$ cat config.mk
export PLATFORM = sky130hd
export DESIGN_NAME = cq_wr_arb
export DESIGN_NICKNAME = d
export VERILOG_FILES = /design/src/rtl/cq_pkg.sv /design/src/rtl/burst_ctr.sv /design/src/rtl/cq_wr_arb.sv
export SDC_FILE = /design/constraint.sdc
export NUM_CORES = 1
export LEC_CHECK = 0
export ABC_AREA = 1
export ABC_CLOCK_PERIOD_IN_PS = 1600
export BUFFER_PORTS_ARGS = -buffer_cell sky130_fd_sc_hd__buf_2
export CORE_ASPECT_RATIO = 0.75
export CORE_MARGIN = 3
export CORE_UTILIZATION = 40
export DETAILED_ROUTE_END_ITERATION = 10
export PLACE_DENSITY = 0.87
export SYNTH_ARGS = -nofsm -noshare
export SYNTH_HDL_FRONTEND = slang
export SYNTH_SLANG_ARGS = --single-unit
$ cat constraint.sdc
create_clock -name clk -period 1.6 [get_ports clk]
set_input_delay 0.24 -clock clk [delete_from_list [all_inputs] [get_ports clk]]
set_output_delay 0.24 -clock clk [all_outputs]
set_load 0.005 [all_outputs]
$ cat src/rtl/cq_pkg.sv
// Shared definitions for the circular queue `cq` and its write-side arbiter.
//   owner_t      : write-port ownership state used by cq_wr_arb
//   CQ_DW        : queue data width
//   CQ_DEPTH     : physical queue entries (one slot is kept empty, so 7 usable)
//   CQ_BURST_DEF : default per-grant burst limit
package cq_pkg;

  typedef enum logic [1:0] {
    IDLE = 2'd0,
    OWN0 = 2'd1,
    OWN1 = 2'd2
  } owner_t;

  localparam int CQ_DW        = 16;
  localparam int CQ_DEPTH     = 8;
  localparam int CQ_BURST_DEF = 4;

endpackage

$ cat src/rtl/burst_ctr.sv
// Counts transfers made during the current write-port grant.
// Ports:
//   clk   : clock, rising edge
//   reset : asynchronous active-low clear
//   clr   : synchronous clear (wins over inc)
//   inc   : a transfer happens this cycle
//   hit   : this transfer is the last one allowed in the burst
module burst_ctr #(
  parameter int BURST = 4
) (
  input  logic clk,
  input  logic reset,
  input  logic clr,
  input  logic inc,
  output logic hit
);

  logic [2:0] count;
  logic [3:0] count_inc;

  // One extra bit so count+1 cannot wrap before comparing with BURST.
  assign count_inc = {1'b0, count} + 4'd1;
  assign hit       = inc && (count_inc == 4'(BURST));

  always_ff @(posedge clk or negedge reset) begin
    if (!reset) begin
      count <= '0;
    end else if (clr) begin
      count <= '0;
    end else if (inc) begin
      count <= count_inc[2:0];
    end
  end

endmodule

$ cat src/rtl/cq_wr_arb.sv
// Two-producer write arbiter for the circular queue `cq`.
// Round-robin ownership of the single write port with a per-grant burst
// limit. Outputs are combinational from the registered owner, so a request
// is granted one cycle after it is first seen.
// Ports:
//   clk, reset             : clock and asynchronous active-low reset
//   req0_valid/data/ready  : producer 0 handshake
//   req1_valid/data/ready  : producer 1 handshake
//   cq_full                : queue full flag
//   cq_wr, cq_din          : queue write strobe and data
//   grant                  : one-hot current owner, 2'b00 when idle
module cq_wr_arb
  import cq_pkg::*;
#(
  parameter int DW    = CQ_DW,
  parameter int BURST = CQ_BURST_DEF
) (
  input  logic          clk,
  input  logic          reset,
  input  logic          req0_valid,
  input  logic [DW-1:0] req0_data,
  output logic          req0_ready,
  input  logic          req1_valid,
  input  logic [DW-1:0] req1_data,
  output logic          req1_ready,
  input  logic          cq_full,
  output logic          cq_wr,
  output logic [DW-1:0] cq_din,
  output logic [1:0]    grant
);

  owner_t owner, owner_n;
  logic   last, last_n;     // 0: producer 0 was granted last, 1: producer 1
  logic   ctr_clr;
  logic   hit;

  assign req0_ready = (owner == OWN0) && req0_valid && !cq_full;
  assign req1_ready = (owner == OWN1) && req1_valid && !cq_full;
  assign cq_wr      = req0_ready || req1_ready;
  assign grant      = {owner == OWN1, owner == OWN0};

  always_comb begin
    cq_din = '0;
    if (owner == OWN0) begin
      cq_din = req0_data;
    end else if (owner == OWN1) begin
      cq_din = req1_data;
    end
  end

  burst_ctr #(.BURST(BURST)) u_burst_ctr (
    .clk   (clk),
    .reset (reset),
    .clr   (ctr_clr),
    .inc   (cq_wr),
    .hit   (hit)
  );

  // A full queue only stalls the owner; release happens solely when the
  // owner drops valid or exhausts its burst.
  always_comb begin
    owner_n = owner;
    last_n  = last;
    ctr_clr = 1'b0;
    unique case (owner)
      IDLE: begin
        if (req0_valid && req1_valid) begin
          owner_n = last ? OWN0 : OWN1;
          last_n  = ~last;
          ctr_clr = 1'b1;
        end else if (req0_valid) begin
          owner_n = OWN0;
          last_n  = 1'b0;
          ctr_clr = 1'b1;
        end else if (req1_valid) begin
          owner_n = OWN1;
          last_n  = 1'b1;
          ctr_clr = 1'b1;
        end
      end
      OWN0: begin
        if (req0_valid) begin
          if (hit) begin
            ctr_clr = 1'b1;
            if (req1_valid) begin
              owner_n = OWN1;
              last_n  = 1'b1;
            end
          end
        end else begin
          ctr_clr = 1'b1;
          if (req1_valid) begin
            owner_n = OWN1;
            last_n  = 1'b1;
          end else begin
            owner_n = IDLE;
          end
        end
      end
      OWN1: begin
        if (req1_valid) begin
          if (hit) begin
            ctr_clr = 1'b1;
            if (req0_valid) begin
              owner_n = OWN0;
              last_n  = 1'b0;
            end
          end
        end else begin
          ctr_clr = 1'b1;
          if (req0_valid) begin
            owner_n = OWN0;
            last_n  = 1'b0;
          end else begin
            owner_n = IDLE;
          end
        end
      end
      default: begin
        owner_n = IDLE;
        ctr_clr = 1'b1;
      end
    endcase
  end

  // last resets to producer 1 so producer 0 wins the first tie.
  always_ff @(posedge clk or negedge reset) begin
    if (!reset) begin
      owner <= IDLE;
      last  <= 1'b1;
    end else begin
      owner <= owner_n;
      last  <= last_n;
    end
  end

endmodule

==> impl_metrics.tcl <==
set metrics [dict create \
    grt_usage 0.229 \
    drive_above_1_share 0.447 \
    final_nets 250 \
    synthesis.nets 178 \
    ir_worst_vdd_mv 0.986 \
    vias 1153 \
    power.switching_w 0.000893 \
    drt_iter0_drc 66 \
    netlist_top_cells_area "nand2_1 (27%), dfrtp_1 (16%), nand3_1 (14%)" \
    synth_top_family_by_area "simple AND/OR/NAND/NOR gates" \
    yosys.area_share.simple 0.532 \
    die_x_um 57.4 \
    clockBufferDepth 2 \
    drt_wl_total_um 3040 \
    die_h_um 44.5 \
    post-route-min-period_ps 1620 \
    drv_slew 0 \
    hpwl_um 2010 \
    n_antenna_cell 0 \
    synth_area_um2 792 \
    fillers 132 \
    p_comb_frac 0.774 \
    final_cell_count_no_fill 228 \
    ys_types 21 \
    clkLatencyLatePin_ps 250 \
    leakage_nw 0.804 \
    fin_util 0.732 \
    ys_ff_latch 6 \
    cts-root-buf "clkbuf_4" \
    wire_per_inst_um 13.3 \
    intPower_w 0.000996 \
    violations "setup timing" \
    row_count 13 \
    synth_compound_area_frac 0.0664 \
    relSlewSlack 0.798 \
    dp_cells 212 \
    setup_viol 9 \
    cp_data_required_time_ps 1360 \
    critPathLaunchType "register" \
    grt_pass1_vias 1028 \
    hp-class "in -> async" \
    ant_nets 0 \
    rsz0062_at_grt "true" \
    synthXorXnorAreaFrac 0.0111 \
    hold_viol 0 \
    area_delta_synth_final_pct 66.8 \
    power_density_mw_per_mm2 1430 \
    start_util 0.439 \
    core_region_area_mm2 0.00181 \
    grt_max_degree 18 \
    finalCritPeriodShare 1.01 \
    clock_sinks 6 \
    cts_tree "yes" \
    gr-total-overflow 0 \
    muxShareOfSynthArea 0 \
    status "finished, violations left" \
    place_congestion 0.860 \
    synthCells 135 \
    clock_skew_ps 11.6 \
    p_clk_frac 0.082 \
    io_buffers 57 \
    drv_cap 0 \
    worstMarginPinSlew_ps 300 \
    synth_top_area_share 0.275 \
    yosysTopAreaCell "nand2_1" \
    antenna_found_initial 0 \
    syn_area_per_cell_um2 5.87 \
    fmax_ghz 0.618 \
    cp_max_fo 5 \
    cp-end-kind "output port" \
    cts_max_level 1 \
    path_class "reg -> out" \
    swShare 0.473 \
    die_area_mm2 0.00256 \
    placed_area_mm2 0.00110 \
    dr.pass1.iters 4 \
    critPathArrivalTime_ps 1380 \
    grt_pass1_wl_um 4570 \
    synth-seq-area-share 0.191 \
    viasPerCell 5.06 \
    dp_slack_ps 73.4 \
    clkTransAtPathRegs_ps 60 \
    setup_tns_ps -83.5 \
    worst_slack_ps -17.9 \
    drcViolationCount 0 \
    cts_buffers 3 \
    p_seq_frac 0.145 \
    synthAdderAreaFrac 0.0948 \
    fin_area_mm2 0.00132 \
    yosys_warnings 0 \
    ios 58 \
]
[layout make-up]
| cell class | count | area, µm² | share of cell area |
|---|---|---|---|
| Timing Repair Buffer | 72 | 445 | 0.337 |
| Multi-Input combinational cell | 109 | 608 | 0.460 |
| Inverter | 15 | 61.3 | 0.0464 |
| Clock buffer | 4 | 26.3 | 0.0199 |
| Tap cell | 22 | 27.5 | 0.0208 |
| Sequential cell | 6 | 153 | 0.116 |
[flip-flops by register name, summed over array words and instances (netlist names)]
name / flops
owner: 2
u_burst_ctr.count: 3
last: 1
[what timing repair did]
item,4_1_cts,5_1_grt
hold endpoints to repair,5,0
hold buffers,1,0
setup buffers,3,6
pin swaps,0,2
gates resized for setup,14,11
setup endpoints to repair,20,20
cloned,2,0
[synth_stat cells, drive strengths merged]
master  number
o221ai       1
dfrtp        5
o21ai        3
a21oi        5
buf          4
ha           6
nor3         1
inv         15
nand2       61
xnor2        1
dfstp        1
nor2         6
nand3       25
clkbuf       1
[critical path, stage by stage (launching register included)]
cell,delay [ps]
dfrtp_2,450
inv_2,100
ha_4,180
buf_6,140
nand3_2,80
nand2_1,70
buf_2,100
[cell families after synthesis]
logic type | after synthesis
AOI/OAI and AO/OA | 9
xor gates and xnor gates | 1
adders and majority gates | 6
buffers and inverters | 20
DFF | 6
and+or+nand+nor | 93
[path summary, 6_finish.rpt]
kind / start / to / slack, ps / depth (start not counted)
max in group asynchronous: reset / last$_DFFE_PN1P_ / 1020 / 2
min in group clk: req1_valid / u_burst_ctr.count[0]$_DFFE_PN0P_ / 400 / 5
setup / recovery: owner[0]$_DFFE_PN0P_ / cq_din[2] / -20 / 6
hold reg to reg: last$_DFFE_PN1P_ / last$_DFFE_PN1P_ / 500 / 2
setup reg to reg: owner[0]$_DFFE_PN0P_ / u_burst_ctr.count[2]$_DFFE_PN0P_ / 90 / 10
hold / removal: reset / u_burst_ctr.count[0]$_DFFE_PN0P_ / 340 / 2
[per-stage QoR]
stage	hold WS, ps	total power, W
floorplan	-55.6	0.000947
global placement	67.4	0.00130
detailed placement	70.1	0.00133
CTS	345	0.00165
global route	332	0.00206
finish	341	0.00189
[cells in the final DEF (no fill, tap or decap), drive strengths merged]
cell and count:
a21oi 5, buf 71, clkbuf 4, dfrtp 5
dfstp 1, dlygate4sd3 1, ha 6, inv 15
nand2 61, nand3 25, nor2 6, nor3 1
o21ai 3, o221ai 1, xnor2 1
[power by group through the flow]
stage / Clock (W) / Sequential, W / Combinational [W]
floorplan: 0 / 0.000250 / 0.000697
global placement: 0 / 0.000263 / 0.00103
detailed placement: 0 / 0.000264 / 0.00106
CTS: 0.000157 / 0.000266 / 0.00123
global route: 0.000170 / 0.000284 / 0.00161
finish: 0.000154 / 0.000273 / 0.00146
[per-layer routing]
metal / track usage / wire [µm] / vias to the layer above
met1: 0.296 / 1310 / 543
met2: 0.408 / 1540 / 37
met5: 0 / 0 / -
li1: - / - / 571
met3: 0.0262 / 160 / 2
met4: 0.0556 / 21 / 0
Power figures use the tool's default switching activity.
